[src/rtl/pipe_hazard_ctrl_pkg.sv]
// Shared types and instruction-field constants for the pipeline hazard controller.
// States, MIPS opcodes of interest and the bit positions of rs/rt/opcode in a 32-bit word.
package pipe_ctrl_pkg;

  typedef enum logic [1:0] {
    RUN        = 2'd0,
    LOAD_STALL = 2'd1,
    FLUSH      = 2'd2,
    MEM_WAIT   = 2'd3
  } state_e;

  localparam logic [5:0] OP_RTYPE = 6'h00;
  localparam logic [5:0] OP_BEQ   = 6'h04;
  localparam logic [5:0] OP_BNE   = 6'h05;
  localparam logic [5:0] OP_SW    = 6'h2B;
  localparam logic [5:0] OP_LW    = 6'h23;

  localparam int OP_MSB = 31;
  localparam int OP_LSB = 26;
  localparam int RS_MSB = 25;
  localparam int RS_LSB = 21;
  localparam int RT_MSB = 20;
  localparam int RT_LSB = 16;

  // Only these opcodes read rt as a source; for the rest rt is a destination.
  function automatic logic reads_rt(input logic [5:0] op);
    return (op == OP_RTYPE) || (op == OP_BEQ) || (op == OP_BNE) || (op == OP_SW);
  endfunction

endpackage

[src/rtl/pipe_hazard_ctrl_if.sv]
// Hazard-controller bundle: stage status in, register enables/flushes and statistics out.
// The stage side uses master, the controller uses slave.
interface pipe_hazard_ctrl_if #(
  parameter int CNT_W = 16
);
  logic [31:0]      IF_ID_instr;
  logic             ID_EX_memread;
  logic [4:0]       ID_EX_rt;
  logic             EX_MEM_PCSrc;
  logic             dmem_busy;
  logic             pc_write;
  logic             if_id_write;
  logic             id_ex_write;
  logic             ex_mem_write;
  logic             id_ex_bubble;
  logic             if_id_flush;
  logic             id_ex_flush;
  logic             ex_mem_flush;
  logic [CNT_W-1:0] stall_count;
  logic [CNT_W-1:0] flush_count;
  logic [CNT_W-1:0] wait_count;
  logic             mem_timeout;

  modport master (
    output IF_ID_instr, ID_EX_memread, ID_EX_rt, EX_MEM_PCSrc, dmem_busy,
    input  pc_write, if_id_write, id_ex_write, ex_mem_write, id_ex_bubble,
           if_id_flush, id_ex_flush, ex_mem_flush,
           stall_count, flush_count, wait_count, mem_timeout
  );

  modport slave (
    input  IF_ID_instr, ID_EX_memread, ID_EX_rt, EX_MEM_PCSrc, dmem_busy,
    output pc_write, if_id_write, id_ex_write, ex_mem_write, id_ex_bubble,
           if_id_flush, id_ex_flush, ex_mem_flush,
           stall_count, flush_count, wait_count, mem_timeout
  );
endinterface

[src/rtl/pipe_hazard_ctrl_hazard_detect.sv]
// Combinational load-use compare between the load in EX and the instruction in ID.
// A load to $0 never creates a dependency.
module hazard_detect
  import pipe_ctrl_pkg::*;
(
  input  logic [31:0] instr_i,
  input  logic        memread_i,
  input  logic [4:0]  ld_rt_i,
  output logic        lu_o
);

  logic [5:0] op;
  logic [4:0] rs;
  logic [4:0] rt;

  assign op = instr_i[OP_MSB:OP_LSB];
  assign rs = instr_i[RS_MSB:RS_LSB];
  assign rt = instr_i[RT_MSB:RT_LSB];

  assign lu_o = memread_i && (ld_rt_i != 5'd0) &&
                ((ld_rt_i == rs) || ((ld_rt_i == rt) && reads_rt(op)));

endmodule

[src/rtl/pipe_hazard_ctrl.sv]
// Pipeline sequencing FSM: stalls, flushes and memory-wait freezes, plus saturating
// statistics and a sticky watchdog on consecutive data-memory busy cycles.
module pipe_hazard_ctrl
  import pipe_ctrl_pkg::*;
#(
  parameter int CNT_W   = 16,
  parameter int TIMEOUT = 255
) (
  input  logic               clk,
  input  logic               rst_n,
  pipe_hazard_ctrl_if.slave  bus
);

  localparam logic [CNT_W-1:0] ONE    = {{(CNT_W-1){1'b0}}, 1'b1};
  localparam logic [CNT_W-1:0] TO_M1  = CNT_W'(TIMEOUT - 1);

  function automatic logic [CNT_W-1:0] sat_inc(input logic [CNT_W-1:0] v);
    return (&v) ? v : v + ONE;
  endfunction

  state_e           state_q, state_d, eval_state;
  logic [CNT_W-1:0] stall_q, flush_q, wait_q, timer_q;
  logic [CNT_W-1:0] stall_d, flush_d, wait_d, timer_d;
  logic             timeout_q, timeout_d;
  logic             lu;
  logic             pc_we, ifid_we, idex_we, exmem_we;
  logic             bubble, ifid_fl, idex_fl, exmem_fl;
  logic             stall_ev, flush_ev, wait_ev;

  hazard_detect u_hazard_detect (
    .instr_i   (bus.IF_ID_instr),
    .memread_i (bus.ID_EX_memread),
    .ld_rt_i   (bus.ID_EX_rt),
    .lu_o      (lu)
  );

  always_ff @(posedge clk or negedge rst_n) begin
    if (!rst_n) begin
      state_q   <= RUN;
      stall_q   <= '0;
      flush_q   <= '0;
      wait_q    <= '0;
      timer_q   <= '0;
      timeout_q <= 1'b0;
    end else begin
      state_q   <= state_d;
      stall_q   <= stall_d;
      flush_q   <= flush_d;
      wait_q    <= wait_d;
      timer_q   <= timer_d;
      timeout_q <= timeout_d;
    end
  end

  // Leaving MEM_WAIT is evaluated as RUN in the same cycle so pending events act at once.
  always_comb begin
    state_d    = RUN;
    pc_we      = 1'b1;
    ifid_we    = 1'b1;
    idex_we    = 1'b1;
    exmem_we   = 1'b1;
    bubble     = 1'b0;
    ifid_fl    = 1'b0;
    idex_fl    = 1'b0;
    exmem_fl   = 1'b0;
    stall_ev   = 1'b0;
    flush_ev   = 1'b0;
    wait_ev    = 1'b0;
    eval_state = (state_q == MEM_WAIT) ? RUN : state_q;

    if (bus.dmem_busy) begin
      pc_we    = 1'b0;
      ifid_we  = 1'b0;
      idex_we  = 1'b0;
      exmem_we = 1'b0;
      wait_ev  = 1'b1;
      state_d  = MEM_WAIT;
    end else if (bus.EX_MEM_PCSrc) begin
      ifid_fl  = 1'b1;
      idex_fl  = 1'b1;
      exmem_fl = 1'b1;
      flush_ev = 1'b1;
      state_d  = FLUSH;
    end else if (lu && (eval_state != LOAD_STALL)) begin
      pc_we    = 1'b0;
      ifid_we  = 1'b0;
      bubble   = 1'b1;
      stall_ev = 1'b1;
      state_d  = LOAD_STALL;
    end

    if (!rst_n) begin
      pc_we    = 1'b0;
      ifid_we  = 1'b0;
      idex_we  = 1'b0;
      exmem_we = 1'b0;
      bubble   = 1'b0;
      ifid_fl  = 1'b0;
      idex_fl  = 1'b0;
      exmem_fl = 1'b0;
    end
  end

  // Timer holds the count of busy cycles before this one; the flag sets on busy cycle TIMEOUT.
  always_comb begin
    stall_d   = stall_ev ? sat_inc(stall_q) : stall_q;
    flush_d   = flush_ev ? sat_inc(flush_q) : flush_q;
    wait_d    = wait_ev  ? sat_inc(wait_q)  : wait_q;
    timer_d   = wait_ev  ? sat_inc(timer_q) : '0;
    timeout_d = timeout_q || (wait_ev && (timer_q >= TO_M1));
  end

  assign bus.pc_write     = pc_we;
  assign bus.if_id_write  = ifid_we;
  assign bus.id_ex_write  = idex_we;
  assign bus.ex_mem_write = exmem_we;
  assign bus.id_ex_bubble = bubble;
  assign bus.if_id_flush  = ifid_fl;
  assign bus.id_ex_flush  = idex_fl;
  assign bus.ex_mem_flush = exmem_fl;
  assign bus.stall_count  = stall_q;
  assign bus.flush_count  = flush_q;
  assign bus.wait_count   = wait_q;
  assign bus.mem_timeout  = timeout_q;

endmodule

[src/flat_wrapper.sv]
// flat-port wrapper written by rule: the top's interface ports become plain ports
module pipe_hazard_ctrl_flat import pipe_ctrl_pkg::*;
#(
  parameter int CNT_W   = 16,
  parameter int TIMEOUT = 255
)
  (clk, rst_n, bus_IF_ID_instr, bus_ID_EX_memread, bus_ID_EX_rt, bus_EX_MEM_PCSrc, bus_dmem_busy, bus_pc_write, bus_if_id_write, bus_id_ex_write, bus_ex_mem_write, bus_id_ex_bubble, bus_if_id_flush, bus_id_ex_flush, bus_ex_mem_flush, bus_stall_count, bus_flush_count, bus_wait_count, bus_mem_timeout);
  pipe_hazard_ctrl_if #(.CNT_W(CNT_W)) bus_i ();
  input  logic clk;
  input  logic rst_n;
  input wire logic [$bits(bus_i.IF_ID_instr)-1:0] bus_IF_ID_instr;
  input wire logic [$bits(bus_i.ID_EX_memread)-1:0] bus_ID_EX_memread;
  input wire logic [$bits(bus_i.ID_EX_rt)-1:0] bus_ID_EX_rt;
  input wire logic [$bits(bus_i.EX_MEM_PCSrc)-1:0] bus_EX_MEM_PCSrc;
  input wire logic [$bits(bus_i.dmem_busy)-1:0] bus_dmem_busy;
  output wire logic [$bits(bus_i.pc_write)-1:0] bus_pc_write;
  output wire logic [$bits(bus_i.if_id_write)-1:0] bus_if_id_write;
  output wire logic [$bits(bus_i.id_ex_write)-1:0] bus_id_ex_write;
  output wire logic [$bits(bus_i.ex_mem_write)-1:0] bus_ex_mem_write;
  output wire logic [$bits(bus_i.id_ex_bubble)-1:0] bus_id_ex_bubble;
  output wire logic [$bits(bus_i.if_id_flush)-1:0] bus_if_id_flush;
  output wire logic [$bits(bus_i.id_ex_flush)-1:0] bus_id_ex_flush;
  output wire logic [$bits(bus_i.ex_mem_flush)-1:0] bus_ex_mem_flush;
  output wire logic [$bits(bus_i.stall_count)-1:0] bus_stall_count;
  output wire logic [$bits(bus_i.flush_count)-1:0] bus_flush_count;
  output wire logic [$bits(bus_i.wait_count)-1:0] bus_wait_count;
  output wire logic [$bits(bus_i.mem_timeout)-1:0] bus_mem_timeout;
  assign bus_i.IF_ID_instr = bus_IF_ID_instr;
  assign bus_i.ID_EX_memread = bus_ID_EX_memread;
  assign bus_i.ID_EX_rt = bus_ID_EX_rt;
  assign bus_i.EX_MEM_PCSrc = bus_EX_MEM_PCSrc;
  assign bus_i.dmem_busy = bus_dmem_busy;
  assign bus_pc_write = bus_i.pc_write;
  assign bus_if_id_write = bus_i.if_id_write;
  assign bus_id_ex_write = bus_i.id_ex_write;
  assign bus_ex_mem_write = bus_i.ex_mem_write;
  assign bus_id_ex_bubble = bus_i.id_ex_bubble;
  assign bus_if_id_flush = bus_i.if_id_flush;
  assign bus_id_ex_flush = bus_i.id_ex_flush;
  assign bus_ex_mem_flush = bus_i.ex_mem_flush;
  assign bus_stall_count = bus_i.stall_count;
  assign bus_flush_count = bus_i.flush_count;
  assign bus_wait_count = bus_i.wait_count;
  assign bus_mem_timeout = bus_i.mem_timeout;
  pipe_hazard_ctrl #(.CNT_W(CNT_W), .TIMEOUT(TIMEOUT)) u_core (.clk(clk), .rst_n(rst_n), .bus(bus_i));
endmodule
[config.mk]
export PLATFORM = sky130hd
export DESIGN_NAME = pipe_hazard_ctrl_flat
export DESIGN_NICKNAME = d
export VERILOG_FILES = /design/src/rtl/pipe_hazard_ctrl_pkg.sv /design/src/rtl/pipe_hazard_ctrl_if.sv /design/src/rtl/pipe_hazard_ctrl_hazard_detect.sv /design/src/rtl/pipe_hazard_ctrl.sv /design/src/flat_wrapper.sv
export SDC_FILE = /design/constraint.sdc
export NUM_CORES = 1
export LEC_CHECK = 0
export CORE_MARGIN = 2
export CORE_UTILIZATION = 48
export CTS_BUF_LIST = sky130_fd_sc_hd__clkbuf_16
export DETAILED_ROUTE_END_ITERATION = 8
export PLACE_DENSITY = 0.81
export SKIP_LAST_GASP = 1
export SYNTH_ARGS = -nofsm -noshare
export SYNTH_HDL_FRONTEND = slang
export SYNTH_SLANG_ARGS = --single-unit
[constraint.sdc]
create_clock -name clk -period 2.5 [get_ports clk]
set_input_delay 0.25 -clock clk [delete_from_list [all_inputs] [get_ports clk]]
set_output_delay 0.25 -clock clk [all_outputs]
set_load 0.03 [all_outputs]
==> impl_metrics.csv <==
group,metric,value,unit
status,status,"finished, final reports clean",
power,ir_drop,762,uV
worst_setup_path,cp_data_required_time,2.25,ns
yosys,synthesis.nets,370,
global_route,grt.overflow.total,0,
yosys,ys_seq_elements,67,
power,cell_internal_pwr,2300,uW
power,p_clk_frac,0.364,
clock_network,post_cts_resized,2,
yosys,yosysTopAreaCell,"dfrtp_1",
layout,final_nets,465,
floorplanning,coreArea,0.00687,sq mm
job,max_cap_viol_count,0,
clock_network,worst_skew_pair.late_latency,0.33,ns
floorplanning,start_util,0.503,
clock_network,postCtsHoldBufs,0,
global_route,grt_pass1_wl,12900,um
worst_setup_path,reg2reg_depth,7,
global_route,grt_max_degree,68,
worst_setup_path,worst_setup_path_end_kind,"output pin",
floorplanning,die-area,0.00789,sq mm
placed_design,gp_congestion,0.782,
worst_hold_path,hold_class,"input port to asynchronous set/reset pin",
yosys,synth_edf_count,0,
timing,hold_viol_final,0,
floorplanning,fp.dieW,88.9,um
timing,finalCriticalPeriod,2.29,ns
drt,drt_iter0_markers,168,
timing,slew_headroom,0.457,
drt,wl_per_cell,15.4,um
clock_network,cts_buffer_depth,2,
clock_network,cts_root_buf,"clkbuf_16",
drt,vias,2790,
power,total_leakage_power,0.00207,uW
floorplanning,fp.dieH,88.9,um
placed_design,numPortBuffers,82,
yosys,synthesis.instances,323,
worst_setup_path,worstPathMaxFanout,6,
clock_network,clock_sinks,67,
yosys,ys_types,45,
worst_setup_path,arrival,2.04,ns
layout,area_growth,35.7,%
power,pwr_density_cell,708,mW/mm^2
timing,timing.fmax,0.436,GHz
clock_network,cts_tree,"done",
clock_network,numCtsBuffers,9,
worst_setup_path,crit_path_start_kind,"input port",
global_route,grt_pass1_vias,2737,
power,switchingPower,1020,uW
drt,wirelength,7980,um
timing,finClkSkew,0.00271,ns
drt,ant_nets,0,
global_route,grt_use_total,0.214,
floorplanning,fp-row-count,30,
placed_design,dpl.hpwl,5580,um
yosys,async_reset_ff_frac,1.00,
yosys,synth_area,0.00346,sq mm
drt,first_pass_iters,5,
drt,vias_per_cell,5.38,
yosys,ys_seq_area_frac,0.485,
yosys,avgSynthCellArea,10.7,sq um
timing,rsz0062_at_grt,"no",
timing,timing.final.ws_setup,0.208,ns
layout,drive_gt1_frac,0.104,
timing,whs,0.140,ns
timing,maxSlewViolCount,0,
timing,period_share,0.917,
yosys,synth_top_cell_area_share,0.485,
clock_network,clkTransAtPathRegs,0.05,ns
timing,tightest_slew,0.814,ns
layout,utilization,0.683,
global_route,antenna_found_initial,0,
layout,diodes,0,
placed_design,place_ws,-0.0456,ns
timing,setup_viol,0,
floorplanning,ioPinCount,99,
power,p_seq_frac,0.404,
drt,drc,0,
worst_setup_path,r2r_slack,0.33,ns
clock_network,h-tree-depth,3,
worst_setup_path,crit_type,"input port to output pin",
layout,nFillCells,527,
clock_network,cts_setup_buffers,0,
yosys,synthTopCellsByArea,"dfrtp_1 49%, xnor2_1 11%, xor2_1 6.1%",
power,sw_frac_of_total,0.308,
yosys,yosysWarnings,0,
yosys,ys.flop_type,"dfrtp_1",
power,comb_power_share,0.232,
## registers in the layout, indices dropped and copies added (netlist names)
register / cells
u_core.bus.flush_count: 16
u_core.bus.stall_count: 16
u_core.bus.wait_count: 16
u_core.timer_q: 16
u_core.state_q: 2
u_core.bus.mem_timeout: 1
## metal layers
metal  global-route usage  share of wire  vias to the layer above  routed length (um)
li1                     -              -                     1325                   -
met4               0.0716          0.012                        0                  92
met2                0.351           0.49                      104                3900
met1                0.274           0.43                     1351                3450
met5                    0              0                        -                   0
met3               0.0606          0.067                       10                 531
## stage by stage
step / setup TNS (ns) / power (uW) / instance area (sq um) / instances
after floorplan: 0 / 1760 / 3460 / 323
after global placement: -0.0295 / 2100 / 4410 / 503
after detailed placement: -0.0881 / 2120 / 4410 / 503
after CTS: 0 / 3350 / 4690 / 519
after global routing: 0 / 3470 / 4690 / 519
final: 0 / 3320 / 4690 / 519
## Yosys cell counts (5+ instances only)
cell type,number
and2_1,6
and3_1,19
and4_1,5
dfrtp_1,67
ha_1,5
inv_1,6
nand2_1,26
nand3_1,24
nand4_1,21
nor2_1,26
xnor2_1,43
xor2_1,24
## worst paths after layout
path                                           start                         end
setup / recovery                     bus_ID_EX_rt[2]            bus_id_ex_bubble
hold reg to reg               u_core.bus.mem_timeout      u_core.bus.mem_timeout
setup reg to reg           u_core.bus.stall_count[0]  u_core.bus.stall_count[10]
max in group asynchronous                      rst_n  u_core.bus.flush_count[15]
min in group clk              u_core.bus.mem_timeout      u_core.bus.mem_timeout
hold / removal                                 rst_n  u_core.bus.stall_count[13]
## layout make-up
class | count | area, sq um | area share
multi-input cells | 240 | 1690 | 0.360
flip-flops and latches | 67 | 1680 | 0.358
repair buffers | 93 | 893 | 0.191
clock buffers | 9 | 225 | 0.0480
well taps | 96 | 120 | 0.0256
clock inverters | 7 | 61.3 | 0.0131
inverters | 7 | 26.3 | 0.00560
## kinds of logic (layout without fill, tap and decap cells)
kind of cell    Yosys count  count (layout)  synth area share
compound gates           14              14            0.0427
xor+xnor                 67              67             0.170
fa+ha+maj                 5               5            0.0181
buf+inv                  16             116            0.0268
flops                    67              67             0.485
mux                       4               4            0.0138
simple gates            150             150             0.244
## worst max-delay path, cell delays in order
cell             delay (ns)
clkdlybuf4s50_1        0.47
xor2_1                 0.20
nor4_1                 0.36
o2111ai_2              0.18
buf_4                  0.17
nand2_2                0.12
and2_1                 0.14
buf_4                  0.15
## cells in the final DEF, fill, tap and decap left out, drive strengths merged, types with 5 or more instances in the layout
cell type      Yosys  final
nand3             24     24
buf                8     13
and2               7      7
clkinv             1      5
clkbuf             1      9
nor4               5      5
inv                6      8
xor2              24     24
nor2              27     27
xnor2             43     43
dfrtp             67     67
and4               6      6
ha                 5      5
nand2             27     27
nand4             22     22
and3              19     19
clkdlybuf4s50      0     78
## power groups by stage
stage / Sequential (uW) / Clock (uW) / Combinational (uW)
final: 1340 / 1210 / 770
after detailed placement: 1350 / 0 / 771
after global routing: 1360 / 1280 / 829
after global placement: 1350 / 0 / 750
after CTS: 1340 / 1230 / 778
after floorplan: 1530 / 0 / 225
Note: power is estimated with default switching activity, not from simulation.
